===== config.mk =====
export PLATFORM = sky130hd
export DESIGN_NAME = input_vc_ctrl_flat
export DESIGN_NICKNAME = d
export VERILOG_FILES = /design/src/rtl/input_vc_ctrl_if.sv /design/src/rtl/input_vc_ctrl.sv /design/src/flat_wrapper.sv
export SDC_FILE = /design/constraint.sdc
export NUM_CORES = 1
export LEC_CHECK = 0
export ABC_AREA = 1
export BUFFER_PORTS_ARGS = -buffer_cell sky130_fd_sc_hd__buf_2
export CAP_MARGIN = 20
export CORE_AREA = 2 2 116 118
export CTS_CLUSTER_DIAMETER = 200
export CTS_CLUSTER_SIZE = 20
export DETAILED_ROUTE_END_ITERATION = 10
export DIE_AREA = 0 0 118 120
export GPL_ROUTABILITY_DRIVEN = 0
export PLACE_DENSITY = 0.77
export SYNTH_ARGS = -nofsm -noshare
export SYNTH_HDL_FRONTEND = slang
export SYNTH_SLANG_ARGS = --single-unit
export TNS_END_PERCENT = 10

===== constraint.sdc =====
create_clock -name clk -period 4.45 [get_ports clk]
set_input_delay 0.2225 -clock clk [delete_from_list [all_inputs] [get_ports clk]]
set_output_delay 0.2225 -clock clk [all_outputs]
set_load 0.02 [all_outputs]

===== src/rtl/input_vc_ctrl_if.sv =====
// Link and router-side signals of one mesh-router input port.
// master = router top / upstream link, slave = input_vc_ctrl.
interface input_vc_ctrl_if #(
    parameter int unsigned DW = 64
);
    logic          polarity;
    logic          send_in;
    logic          ready_in;
    logic [DW-1:0] data_in;
    logic [4:0]    req;
    logic [DW-1:0] data_out;
    logic [4:0]    clear;
    // One-cycle diagnostic pulses: wrong VC bit on an accepted packet, non-one-hot clear
    logic          vc_error;
    logic          clear_error;

    modport master (
        output polarity, send_in, data_in, clear,
        input  ready_in, req, data_out, vc_error, clear_error
    );

    modport slave (
        input  polarity, send_in, data_in, clear,
        output ready_in, req, data_out, vc_error, clear_error
    );
endinterface


===== src/rtl/input_vc_ctrl.sv =====
// Input-port controller: two VC buffers (even/odd), XY route precomputed at write,
// one-hot request toward the five output controllers for the VC matching polarity.
module input_vc_ctrl #(
    parameter int unsigned DW = 64
) (
    input  logic            clk,
    input  logic            reset,
    input_vc_ctrl_if.slave  bus
);
    localparam int unsigned NUM_OUT = 5;
    localparam int unsigned VC_BIT  = 63;
    localparam int unsigned XDIR    = 62;
    localparam int unsigned YDIR    = 61;
    localparam int unsigned HX_LO   = 52;
    localparam int unsigned HY_LO   = 48;
    localparam int unsigned HOP_W   = 4;

    localparam logic [NUM_OUT-1:0] ROUTE_PE = 5'b00001;
    localparam logic [NUM_OUT-1:0] ROUTE_S  = 5'b00010;
    localparam logic [NUM_OUT-1:0] ROUTE_N  = 5'b00100;
    localparam logic [NUM_OUT-1:0] ROUTE_E  = 5'b01000;
    localparam logic [NUM_OUT-1:0] ROUTE_W  = 5'b10000;

    logic [1:0]         full;
    logic [DW-1:0]      hdr   [2];
    logic [NUM_OUT-1:0] route [2];
    logic               vc_error_q;
    logic               clear_error_q;

    logic               wr_vc;
    logic               rd_vc;
    logic               wr_en;
    logic               fr_en;
    logic               clear_multi;
    logic [HOP_W-1:0]   hop_x;
    logic [HOP_W-1:0]   hop_y;
    logic [DW-1:0]      new_hdr;
    logic [NUM_OUT-1:0] new_route;

    // The link writes the VC opposite to polarity; the router side reads the matching one
    assign wr_vc       = ~bus.polarity;
    assign rd_vc       = bus.polarity;
    assign wr_en       = bus.send_in & ~full[wr_vc];
    assign fr_en       = full[rd_vc] & (bus.clear != '0);
    assign clear_multi = (bus.clear & (bus.clear - NUM_OUT'(1))) != '0;
    assign hop_x       = bus.data_in[HX_LO +: HOP_W];
    assign hop_y       = bus.data_in[HY_LO +: HOP_W];

    // XY route decode and hop rewrite of the incoming packet
    always_comb begin
        new_hdr   = bus.data_in;
        new_route = ROUTE_PE;
        if (hop_x != '0) begin
            new_hdr[HX_LO +: HOP_W] = hop_x - HOP_W'(1);
            new_route = bus.data_in[XDIR] ? ROUTE_W : ROUTE_E;
        end else if (hop_y != '0) begin
            new_hdr[HY_LO +: HOP_W] = hop_y - HOP_W'(1);
            new_route = bus.data_in[YDIR] ? ROUTE_S : ROUTE_N;
        end
        new_hdr[VC_BIT] = wr_vc;
    end

    // Buffer state: write and free always target different VCs on the same edge
    always_ff @(posedge clk) begin
        if (reset) begin
            full          <= '0;
            hdr[0]        <= '0;
            hdr[1]        <= '0;
            route[0]      <= '0;
            route[1]      <= '0;
            vc_error_q    <= 1'b0;
            clear_error_q <= 1'b0;
        end else begin
            if (wr_en) begin
                full[wr_vc]  <= 1'b1;
                hdr[wr_vc]   <= new_hdr;
                route[wr_vc] <= new_route;
            end
            if (fr_en) begin
                full[rd_vc] <= 1'b0;
            end
            vc_error_q    <= wr_en & (bus.data_in[VC_BIT] != wr_vc);
            clear_error_q <= fr_en & clear_multi;
        end
    end

    // Outputs depend only on registers and polarity, never on clear or send_in
    assign bus.ready_in    = ~full[wr_vc];
    assign bus.req         = full[rd_vc] ? route[rd_vc] : '0;
    assign bus.data_out    = full[rd_vc] ? hdr[rd_vc] : '0;
    assign bus.vc_error    = vc_error_q;
    assign bus.clear_error = clear_error_q;
endmodule


===== src/flat_wrapper.sv =====
// flat-port wrapper written by rule: the top's interface ports become plain ports
module input_vc_ctrl_flat 
#(
    parameter int unsigned DW = 64
)
  (clk, reset, bus_polarity, bus_send_in, bus_data_in, bus_clear, bus_ready_in, bus_req, bus_data_out, bus_vc_error, bus_clear_error);
  input_vc_ctrl_if #(.DW(DW)) bus_i ();
  input  logic clk;
  input  logic reset;
  input wire logic [$bits(bus_i.polarity)-1:0] bus_polarity;
  input wire logic [$bits(bus_i.send_in)-1:0] bus_send_in;
  input wire logic [$bits(bus_i.data_in)-1:0] bus_data_in;
  input wire logic [$bits(bus_i.clear)-1:0] bus_clear;
  output wire logic [$bits(bus_i.ready_in)-1:0] bus_ready_in;
  output wire logic [$bits(bus_i.req)-1:0] bus_req;
  output wire logic [$bits(bus_i.data_out)-1:0] bus_data_out;
  output wire logic [$bits(bus_i.vc_error)-1:0] bus_vc_error;
  output wire logic [$bits(bus_i.clear_error)-1:0] bus_clear_error;
  assign bus_i.polarity = bus_polarity;
  assign bus_i.send_in = bus_send_in;
  assign bus_i.data_in = bus_data_in;
  assign bus_i.clear = bus_clear;
  assign bus_ready_in = bus_i.ready_in;
  assign bus_req = bus_i.req;
  assign bus_data_out = bus_i.data_out;
  assign bus_vc_error = bus_i.vc_error;
  assign bus_clear_error = bus_i.clear_error;
  input_vc_ctrl #(.DW(DW)) u_core (.clk(clk), .reset(reset), .bus(bus_i));
endmodule

Yosys cells after proc, flatten, opt, wreduce, memory -nomap -nowiden
Memories as Yosys holds them, arrays and structs flattened.
Cells that the tools add are included.
Word-level totals
  word-level logic and storage cells: 62
  bits in registers: 4
  bits of input ports: 73
  RAM bits: 138
  output and inout bits: 72
  memories: 2
Memories
  u_core.hdr: depth 2, bits a word 64, rd ports 1, clocked after Yosys merged registers in 0, write ports 2, line input_vc_ctrl.sv:25  | logic [DW-1:0] hdr [2];
  u_core.route: depth 2, bits a word 5, rd ports 1, clocked after Yosys merged registers in 0, write ports 2, line input_vc_ctrl.sv:26  | logic [NUM_OUT-1:0] route [2];
Cells by class
  $lt $le $gt $ge: 4
  equal/unequal tests: 1
  mux-type cells: 31
  bitwise operators: 10
  add/sub/neg operators: 3
  reduce and logical (&&, ||, !) cells: 8
Operators by type and width (count)
  $mux 64: 2
  $reduce_or 64->1: 1
  $mux 5: 5
  $mux 1: 15
  $mux 4: 3
  $reduce_bool 5->1: 2
  $reduce_bool 4->1: 2
  $sub 4x1->4 const B: 2
  $mux 2: 3
  $and 5x5->5: 1
  $reduce_or 5->1: 1
  $sub 5x1->5 const B: 1
  $and 1x1->1: 4
  $lt 1x2->1 const B: 2
  $mux 3: 1
  $and 2x2->2: 1
  $demux 1 s1: 2
  $ge 1x1->1 const B: 2
  $logic_and 1x1->1: 2
  $not 1->1: 2
  $not 2->2: 1
  $or 2x2->2: 1
  $ne 1x1->1: 1

Depth between registers and ports, before layout
Gate-level depths: netlist of run 1.
  depth after elaboration: 10
  depth in mapped cells: 9
  mapped depth without buffers: 9

Worst setup path after synthesis of run 1
OpenSTA, ideal clock, no wires.
  kind: reg2reg
  start: reg u_core.full[0]
  end: mem u_core.hdr[0][0], enable pin
  period minus slack after synthesis: 3.044 ns
  library setup time: 0.429 ns
  data required time: 4.021 ns
  buffers on the path: 2
  arrival time: 2.614 ns
  setup slack: 1.406 ns
  cell stages (with the launch flop): 6
  cell sequence: dfxtp_1 > o21ai_2 > nand3_2 > buf_2 > buf_6 > nand2_1
RTL lines
  start, declared: line input_vc_ctrl.sv:24  | logic [1:0] full;
  start signal, assigned: line input_vc_ctrl.sv:66  | full <= '0;
  start signal, assigned by index: line input_vc_ctrl.sv:75  | full[wr_vc] <= 1'b1;
  start signal, assigned by index: line input_vc_ctrl.sv:80  | full[rd_vc] <= 1'b0;
  end, declared: line input_vc_ctrl.sv:25

Worst setup path after layout of run 1
  start: in bus_polarity
  end: out bus_req[3]
Between the ends
  word-level cells in the longest chain between the ends: 3
  elaborated cells between the ends (all ways): 4
  classes of those cells: mux (3); memory (1)
Ends and longest elaborated chain
  start, declared: line flat_wrapper.sv:10  | input wire logic [$bits(bus_i.polarity)-1:0] bus_polarity;
  $mux 1 (not written as such) (2 in a row): line input_vc_ctrl.sv:89  | assign bus.req = full[rd_vc] ? route[rd_vc] : '0;
  $mux 5 (*): line input_vc_ctrl.sv:89
  end, declared: line flat_wrapper.sv:15  | output wire logic [$bits(bus_i.req)-1:0] bus_req;
Every way passes the cells marked *; elsewhere a longest branch is shown, timed or not. The select of a mux whose other input is x is not followed.

==> results of run 1 <==
sequential cells by signal (all words and copies together) (netlist names):
register	cells
u_core.bus.vc_error	1
u_core.bus.clear_error	1
u_core.full	2
u_core.hdr	128
u_core.route	10
layer usage:
layer  global-route usage  wire length, um  up-vias
li1                     -                -     2659
met1                0.236             5810     2346
met2                0.351             7060      143
met3               0.0428              595       33
met4                0.102              453        0
met5                    0                0        -
Yosys cell counts:
master / count / area, um2
buf_6: 1 / 11.3
ha_1: 2 / 25.0
a211oi_1: 2 / 15.0
inv_2: 1 / 3.75
o21ai_0: 4 / 20.0
nor3_1: 9 / 45.0
conb_1: 1 / 3.75
clkbuf_1: 16 / 60.1
dfxtp_1: 4 / 80.1
xor2_1: 2 / 17.5
nand3_2: 1 / 10.0
inv_1: 139 / 522
o21ai_2: 2 / 17.5
nand3_1: 6 / 30.0
buf_4: 1 / 7.51
nand4_1: 1 / 6.26
nor2_2: 1 / 6.26
nand2_1: 302 / 1130
a21oi_1: 5 / 25.0
buf_2: 16 / 80.1
nor2_1: 136 / 510
edfxtp_1: 138 / 4140
buf_1: 3 / 11.3
worst min path at each step:
stage | from | to | slack (ns) | depth (start not counted)
floorplan | reset | u_core.full[0]$_SDFF_PP0_ | 0.30 | 1
global placement | reset | u_core.full[1]$_SDFF_PP0_ | 0.45 | 2
detailed placement | reset | u_core.full[1]$_SDFF_PP0_ | 0.45 | 2
CTS | reset | u_core.full[1]$_SDFF_PP0_ | 0.02 | 2
global route | reset | u_core.full[1]$_SDFF_PP0_ | 0.03 | 2
finish | reset | u_core.full[1]$_SDFF_PP0_ | 0.03 | 2
critical path: stages:
cell	delay (ns)
buf_2	0.12
inv_2	0.27
buf_4	0.62
nand2_1	0.20
o21ai_4	0.32
buf_4	0.52
nand2_1	0.13
inv_1	0.07
buf_2	0.15
through the flow:
stage	util	hold slack (ns)	total power, W	instances
floorplan	-	0.301	0.00174	793
global placement	0.588	0.451	0.00183	1081
detailed placement	0.588	0.451	0.00183	1081
CTS	0.636	0.0202	0.00329	1113
global route	0.636	0.0290	0.00339	1113
finish	0.636	0.0340	0.00328	1113
cell families after synthesis:
family | count (synthesis) | share of synthesized area
buf+inv | 177 | 0.103
simple gates | 456 | 0.257
xor+xnor | 2 | 0.00258
flops | 142 | 0.623
compound gates | 13 | 0.0114
fa+ha+maj | 2 | 0.00369
other cells | 1 | 0.000553
power breakdown:
part	switching, W	internal [W]	leakage (nW)	total [W]
logic	0.000177	0.0000723	2.81	0.000250
clock network	0.000515	0.000963	0.313	0.00148
registers	0.0000150	0.00154	1.51	0.00155
cell type report:
cell class / instances / area [um2] / share of cell area
Sequential cell: 142 / 4220 / 0.512
Multi-Input combinational cell: 474 / 1900 / 0.230
Timing Repair Buffer: 149 / 758 / 0.0919
Inverter: 140 / 526 / 0.0637
Clock buffer: 20 / 457 / 0.0553
Tap cell: 176 / 220 / 0.0267
Clock inverter: 12 / 168 / 0.0203
==> reports/metrics.cfg, run 1 <==
[clock_network]
clock-sinks = 142
insertion_delay_ns = 0.41
clockBufferDepth = 2
cts_buffers = 17
cts.repair.resized = 0
ctsHoldBuffers = 0
cts_tree = yes
post_cts_buffers = 0
cts_max_level = 4
cts-root-buf = clkbuf_16
clkTransAtPathRegs_ns = 0.06

[layout]
synthToLayoutAreaGrowth_pct = 21.6
final_common_cell = nand2_1
postLayoutCellArea_um2 = 8250
diodes = 0
drive_gt1_frac = 0.201
final_cell_mix = 300 x nand2_1, 144 x buf_2, 139 x inv_1
nFillCells = 1090
num-nets-final = 999

[floorplan]
die_x_um = 118
core_um2 = 13000
start_util = 0.523
ios = 145
std_cell_rows = 42
die_area_um2 = 14200
die_h_um = 120

[setup_path]
criticalPathCategory = in -> out
startpoint_type = primary input
critPathCaptureType = primary output
critPathArrivalTime_ns = 2.65
crit_fanout = 60
rrSetupSlack_ns = 1.91
cp-endpoint = bus_req[3]
cp-startpoint = bus_polarity
worstPathRequired_ns = 4.23
rr_startpoint = u_core.full[1]$_SDFF_PP0_
reg2reg_to = u_core.hdr[0][39]$_SDFFCE_PN0P_
r2r_cells = 6

[run_status]
status = completed

[logic_synthesis]
ys_ff_latch = 142
yosysWarningCount = 0
synth_nets = 868
netlist_area_um2 = 6790
syn_avg_cell_area_um2 = 8.56
syn_inst = 793
synth-seq-area-share = 0.623
yosys.cell_types.count = 23

[timing]
rsz0062_at_grt = no
fin_tns_setup_ns = 0
min_period_ns = 2.87
hold_viol = 0
clock_skew_ns = 0.00520
setup_viol = 0
max_freq_ghz = 0.348
tightestPinTransition_ns = 0.976
drv_slew = 0
slew_headroom = 0.350
period_share = 0.646
setup_ws_ns = 1.58

[placement]
dpl-instance-area_um2 = 7630
place_hpwl_mm = 8.34
port-buffer-count = 144
place_ws_ns = 1.56

[hold_path]
hold_class = in -> reg

[route]
drc = 0
viasPerCell = 4.65
drtAntennaViolNets = 0
drt_iter0_drc = 318
finalWirelength_mm = 13.9
first_pass_iters = 5
wire_per_inst_um = 12.5
vias = 5181

[power_and_ir_drop]
ir_drop_mv = 0.277
power.density_nw_per_um2 = 397
power.leakage_nw = 4.64

[global_routing]
grt_pass1_vias = 4764
grt_first_pass_wirelength_mm = 22.2
gr-usage-all-layers = 0.201
grt_overflow = 0
antenna_found_initial = 0
grt_max_degree = 74

[run]
cap_violations = 0

No activity file was read; power rests on OpenSTA's default activity.
==> inputs of run 2 (changes only) <==
==> constraint.sdc (replaced) <==
create_clock -name clk -period 2.9 [get_ports clk]
set_input_delay 0.145 -clock clk [delete_from_list [all_inputs] [get_ports clk]]
set_output_delay 0.145 -clock clk [all_outputs]
set_load 0.02 [all_outputs]
==> run 2 against run 1 <==
Setup slack got worse by 0.67 ns. Clock power rose by 34%. Combinational power grew 59%. Worst hold slack gained 0.0023 ns. Critical endpoint is now bus_data_out[27]. Final area grew 0.36%. Core utilization rose by 0.23 points. Sequential share of layout area is 0.19 points lower. Global-route usage rose by 0.76 points. Sequential cell count did not move.
==> reports/metrics.cfg, run 2 (same netlist as run 1, synthesis figures left out) <==
[run_status]
status = completed

[timing]
period_share = 0.689
min_period_ns = 2.00
setup_viol = 0  ; unchanged
hold_viol = 0  ; unchanged
rsz0062_at_grt = no
clock_skew_ns = 0.00955  ; +0.00435 ns
drv_slew = 0  ; unchanged
slew_headroom = 0.456  ; +0.106
tightestPinTransition_ns = 0.816  ; -0.160 ns
max_freq_ghz = 0.500
hold_ws_ns = 0.0362  ; +0.00225 ns

[power_and_ir_drop]
pwr-share-comb = 0.084  ; +0.008
power.density_nw_per_um2 = 575  ; +45%
swShare = 0.234  ; +0.0181
p_sw_w = 0.00111  ; +57%
intPower_w = 0.00365  ; +42%
ir_drop_mv = 0.463  ; +68%
pwr-share-seq = 0.500  ; +0.027
power.leakage_nw = 4.63  ; -0.18%
clkPwrFrac = 0.417  ; -0.034

[setup_path]
rrSetupSlack_ns = 1.09  ; -0.82 ns
reg2reg_to = u_core.hdr[1][29]$_SDFFCE_PN0P_
worstPathRequired_ns = 2.76  ; -1.47 ns
rr_startpoint = u_core.full[1]$_SDFF_PP0_
r2r_cells = 6  ; unchanged
critPathArrivalTime_ns = 1.85  ; -0.80 ns
crit_fanout = 33  ; -45%
critPathCaptureType = primary output
startpoint_type = flop
criticalPathCategory = reg -> out

[layout]
largest_reg_flops = 128  ; unchanged
fin_cells = 1123  ; +0.90%
top_register = u_core.hdr
num-nets-final = 1009  ; +1.0%
diodes = 0  ; unchanged
drive_gt1_frac = 0.206  ; +0.00527
synthToLayoutAreaGrowth_pct = 22.1
final_common_cell = nand2_1
postLayoutCellArea_um2 = 8280  ; +0.36%
final_cell_mix = 300 x nand2_1, 144 x buf_2, 139 x inv_1
reg_top3 = u_core.hdr x128, u_core.route x10, u_core.full x2

[route]
met1_length_mm = 5.87  ; +1.0%
wire_per_inst_um = 12.7  ; +1.3%
drc = 0  ; unchanged
drtAntennaViolNets = 0  ; unchanged
viasPerCell = 4.64  ; -0.22%
vias = 5216  ; +0.68%
drt_iter0_drc = 314  ; -1.3%
routed.top_layer = met4
wl_met2_mm = 7.25  ; +2.7%
finalWirelength_mm = 14.2  ; +2.2%
wl_met3_um = 850  ; +43%
first_pass_iters = 5  ; unchanged

[global_routing]
grt_first_pass_wirelength_mm = 23.1  ; +4.0%
grt_max_degree = 74  ; unchanged
gr-usage-all-layers = 0.209  ; +0.00756
antenna_found_initial = 0  ; unchanged
grt_overflow = 0  ; unchanged
grt_pass1_vias = 4902  ; +2.9%

[floorplan]
core_um2 = 13000  ; unchanged
die_x_um = 118  ; unchanged
start_util = 0.523  ; unchanged
ios = 145  ; unchanged
std_cell_rows = 42  ; unchanged
die_h_um = 120  ; unchanged
die_area_um2 = 14200  ; unchanged

[hold_path]
hold_start = bus_data_in[60]
hold_depth = 3  ; +1
holdPathEnd = u_core.hdr[0][60]$_SDFFCE_PN0P_
hold_class = in -> reg

[clock_network]
clockBufferDepth = 2  ; unchanged
cts_buffers = 17  ; unchanged
cts-root-buf = clkbuf_16
insertion_delay_ns = 0.42  ; about the same
post_cts_buffers = 0  ; unchanged
cts_tree = yes
cts_max_level = 4  ; unchanged
clkTransAtPathRegs_ns = 0.06  ; about the same
clock-sinks = 142  ; unchanged
cts.repair.resized = 0  ; unchanged

[placement]
place_hpwl_mm = 8.96  ; +7.4%
dpl-instance-area_um2 = 7690  ; +0.85%
place_inst = 1088  ; +0.65%
port-buffer-count = 144  ; unchanged

[run]
cap_violations = 0  ; unchanged

run 2: routing by layer:
| metal | GRT usage | vias up |
|---|---|---|
| li1 | - | 2673 |
| met1 | 0.260 | 2352 |
| met2 | 0.363 | 170 |
| met3 | 0.0361 | 21 |
| met4 | 0.0866 | 0 |
| met5 | 0 | - |
run 2: worst max path at each step:
stage	from	to	slack [ns]	cells after the start
finish	u_core.full[1]$_SDFF_PP0_	bus_data_out[27]	0.90	7
global route	u_core.full[1]$_SDFF_PP0_	bus_data_out[55]	0.75	7
CTS	u_core.full[1]$_SDFF_PP0_	bus_data_out[38]	0.50	6
detailed placement	bus_polarity	u_core.hdr[0][58]$_SDFFCE_PN0P_	0.83	5
global placement	bus_polarity	u_core.hdr[0][58]$_SDFFCE_PN0P_	0.84	5
floorplan	u_core.full[0]$_SDFF_PP0_	u_core.hdr[1][0]$_SDFFCE_PN0P_	-0.08	4
run 2: timing repair:
item | 4_1_cts | 5_1_grt
hold buffers | 2 | 0
endpoints found under the hold margin | 3 | 0
endpoints found under the setup margin | 0 | 0
run 2: metrics by stage:
stage                     worst slack [ns]  total power (W)  setup TNS, ns   util
after global routing                 0.753          0.00492              0  0.638
after detailed placement             0.832          0.00282              0  0.593
after CTS                            0.501          0.00478              0  0.637
after floorplan                    -0.0822          0.00266          -5.67      -
after global placement               0.844          0.00281              0  0.593
final                                0.902          0.00476              0  0.638
run 2: layout make-up:
cell class,count,area (um2)
Tap cell,176,220
Clock inverter,15,124
Fill cell,1093,4700
Timing Repair Buffer,159,863
Multi-Input combinational cell,474,1900
Inverter,140,526
Clock buffer,17,425
Sequential cell,142,4220
run 2: critical path, stage by stage (launching register included):
cell and delay (ns):
dfxtp_1 0.34, inv_1 0.08, o21ai_4 0.30, buf_12 0.25, buf_12 0.19, nand2_1 0.06
inv_1 0.06, buf_2 0.15
run 2: power groups by stage:
stage | combinational [W] | clock, W | sequential, W
2_1_floorplan | 0.000242 | 0 | 0.00242
3_3_place_gp | 0.000390 | 0 | 0.00242
3_5_place_dp | 0.000395 | 0 | 0.00242
4_1_cts | 0.000400 | 0.00200 | 0.00238
5_1_grt | 0.000449 | 0.00208 | 0.00239
6_report | 0.000398 | 0.00198 | 0.00238
==> inputs of run 3 (changes only) <==
--- a/config.mk
+++ b/config.mk
@@ -8,13 +8,13 @@
 export ABC_AREA = 1
 export BUFFER_PORTS_ARGS = -buffer_cell sky130_fd_sc_hd__buf_2
 export CAP_MARGIN = 20
-export CORE_AREA = 2 2 116 118
+export CORE_AREA = 2 2 121 123
 export CTS_CLUSTER_DIAMETER = 200
 export CTS_CLUSTER_SIZE = 20
 export DETAILED_ROUTE_END_ITERATION = 10
-export DIE_AREA = 0 0 118 120
+export DIE_AREA = 0 0 123 125
 export GPL_ROUTABILITY_DRIVEN = 0
-export PLACE_DENSITY = 0.77
+export PLACE_DENSITY = 0.75
 export SYNTH_ARGS = -nofsm -noshare
 export SYNTH_HDL_FRONTEND = slang
 export SYNTH_SLANG_ARGS = --single-unit
==> constraint.sdc (replaced) <==
create_clock -name clk -period 1.7 [get_ports clk]
set_input_delay 0.085 -clock clk [delete_from_list [all_inputs] [get_ports clk]]
set_output_delay 0.085 -clock clk [all_outputs]
set_load 0.02 [all_outputs]
==> run 3 against run 2 <==
The flow now finishes with violations (negative hold slack). Via count is 5.9% higher. Setup slack lost 0.86 ns. Combinational power increased by 120%. Final cell count up 6.4%. Final area grew 12%. Largest power group unchanged.
==> reports/metrics.cfg, run 3 (same netlist as run 1, synthesis figures left out) <==
[global_routing]
grtUsageMet2 = 0.364  ; +0.00167
grt_first_pass_wirelength_mm = 24.4  ; +5.8%
grt_pass1_vias = 5161  ; +5.3%
use_met1 = 0.249  ; -0.0104
gr-usage-met3 = 0.0461  ; +0.00995
busiest_layer = met2
gr-usage-all-layers = 0.207  ; -0.00157
grt_max_degree = 73  ; -1.4%
antenna_found_initial = 0  ; unchanged
grt_overflow = 0  ; unchanged

[timing]
max_freq_ghz = 0.605
hold_viol = 1  ; +1
fin_tns_setup_ns = 0  ; unchanged
drv_slew = 0  ; unchanged
min_period_ns = 1.65
tightestPinTransition_ns = 0.616  ; -0.200 ns
period_share = 0.973
clock_skew_ns = 0.00822  ; -0.00133 ns
setup_viol = 0  ; unchanged
hold_ws_ns = -0.000170  ; -0.0364 ns
slew_headroom = 0.589  ; +0.133

[setup_path]
cp-endpoint = bus_data_out[62]
crit_slowest_cell = dfxtp_2
cp-startpoint = u_core.full[0]$_SDFF_PP0_
slowest_delay_ns = 0.37  ; +0.03 ns
worstPathRequired_ns = 1.62  ; -1.14 ns
criticalPathCategory = reg -> out
rr_startpoint = u_core.full[1]$_SDFF_PP0_
critPathCaptureType = primary output
rrSetupSlack_ns = 0.22  ; -0.87 ns
critPathArrivalTime_ns = 1.57  ; -0.28 ns
path_cells = nand2_2 > o21ai_4 > buf_12 > clkbuf_16 > nand2_1 > inv_1 > buf_2
reg2reg_to = u_core.hdr[0][52]$_SDFFCE_PN0P_
r2r_cells = 6  ; unchanged
crit_fanout = 8  ; -76%
startpoint_type = flop

[layout]
reg_top3 = u_core.hdr x128, u_core.route x10, u_core.full x2
top_register = u_core.hdr
num-nets-final = 1073  ; +6.3%
final_cell_mix = 299 x nand2_1, 138 x edfxtp_1, 135 x inv_1, 135 x nor2_1, 106 x buf_2
postLayoutCellArea_um2 = 9270  ; +12%
nFillCells = 1113  ; +1.8%
largest_reg_flops = 128  ; unchanged
final_common_cell = nand2_1
synthToLayoutAreaGrowth_pct = 36.6
diodes = 0  ; unchanged
fin_cells = 1195  ; +6.4%
drive_gt1_frac = 0.215  ; +0.00873

[hold_path]
hold_start = bus_data_in[37]
hold_class = in -> reg

[clock_network]
cts_tree = yes
cts_buffers = 17  ; unchanged
cts-root-buf = clkbuf_16
clock-sinks = 142  ; unchanged
insertion_delay_ns = 0.41  ; about the same
clockBufferDepth = 2  ; unchanged
cts_max_level = 4  ; unchanged
clkTransAtPathRegs_ns = 0.06  ; about the same

[floorplan]
ios = 145  ; unchanged
die_area_um2 = 15400  ; +8.6%
std_cell_rows = 44  ; +4.8%
die_x_um = 123  ; +4.2%
core_um2 = 14200  ; +9.4%
start_util = 0.478  ; -0.0450
die_h_um = 125  ; +4.2%

[power_and_ir_drop]
power.density_nw_per_um2 = 898  ; +56%
pwr-share-seq = 0.487  ; -0.013
clkPwrFrac = 0.407  ; -0.010
power.leakage_nw = 4.98  ; +7.5%
ir_drop_mv = 0.673  ; +45%
intPower_w = 0.00637  ; +75%
swShare = 0.235  ; +0.00111
pwr-share-comb = 0.106  ; +0.022
p_sw_w = 0.00196  ; +76%

[route]
drtAntennaViolNets = 0  ; unchanged
first_pass_iters = 5  ; unchanged
wire_per_inst_um = 13.6  ; +7.7%
viasPerCell = 4.62  ; -0.49%
vias = 5523  ; +5.9%
drc = 0  ; unchanged
finalWirelength_mm = 16.3  ; +15%
drt_iter0_drc = 379  ; +21%

[placement]
port-buffer-count = 144  ; unchanged
place_hpwl_mm = 8.98  ; +0.24%
place_inst = 1102  ; +1.3%
dpl-instance-area_um2 = 7880  ; +2.4%

[run]
cap_violations = 0  ; unchanged

[run_status]
violations = negative hold slack
status = finished with violations

-- run 3: metrics by stage --
stage | total power (W) | utilization | hold WS (ns) | setup WS [ns]
floorplan | 0.00455 | - | 0.163 | 0.00365
finish | 0.00833 | 0.652 | -0.000170 | 0.0467
detailed placement | 0.00485 | 0.555 | 0.308 | 0.165
global route | 0.00863 | 0.652 | 0.00197 | -0.0313
global placement | 0.00484 | 0.555 | 0.300 | 0.192
CTS | 0.00830 | 0.633 | 0.00224 | 0.00900
-- run 3: repair_timing --
action | 4_1_cts | 5_1_grt
gates resized for setup | 2 | 58
pin swaps | 1 | 1
gates cloned | 1 | 6
hold buffers | 52 | 0
hold endpoints to repair | 84 | 0
setup endpoints to repair | 12 | 78
setup buffers | 2 | 0
-- run 3: critical path: cells and delay by family, from the launching register on --
| kind | cells | cell delay, ns |
|---|---|---|
| buf+inv | 4 | 0.57 |
| flops | 1 | 0.37 |
| simple gates | 2 | 0.14 |
| compound gates | 1 | 0.09 |
-- run 3: final cells by class --
class | count | area (um2) | area share
sequential | 142 | 4230 | 0.456
multi-input combinational | 474 | 1940 | 0.209
timing repair buffer | 223 | 1800 | 0.194
inverter | 140 | 526 | 0.0567
clock buffer | 17 | 425 | 0.0459
tap | 184 | 230 | 0.0248
clock inverter | 15 | 123 | 0.0132
-- run 3: power by group through the flow --
stage | clock network, W | logic (W) | registers, W
2_1_floorplan | 0 | 0.000424 | 0.00412
3_3_place_gp | 0 | 0.000712 | 0.00412
3_5_place_dp | 0 | 0.000722 | 0.00413
4_1_cts | 0.00341 | 0.000828 | 0.00406
5_1_grt | 0.00358 | 0.000978 | 0.00407
6_report | 0.00339 | 0.000880 | 0.00406
-- run 3: layer usage --
| layer | vias up | share of wire |
|---|---|---|
| li1 | 2816 | - |
| met1 | 2521 | 0.41 |
| met2 | 165 | 0.52 |
| met3 | 21 | 0.055 |
| met4 | 0 | 0.018 |
| met5 | - | 0 |
-- run 3: worst min-delay path by stage --
| stage | slack [ns] | endpoint | cells after the start |
|---|---|---|---|
| 2_1_floorplan | 0.16 | u_core.full[0]$_SDFF_PP0_ | 1 |
| 3_3_place_gp | 0.30 | u_core.full[1]$_SDFF_PP0_ | 2 |
| 3_5_place_dp | 0.31 | u_core.full[1]$_SDFF_PP0_ | 2 |
| 4_1_cts | 0.002 | u_core.hdr[1][35]$_SDFFCE_PN0P_ | 3 |
| 5_1_grt | 0.002 | u_core.hdr[0][37]$_SDFFCE_PN0P_ | 3 |
| 6_report | -0.0002 | u_core.hdr[0][37]$_SDFFCE_PN0P_ | 3 |
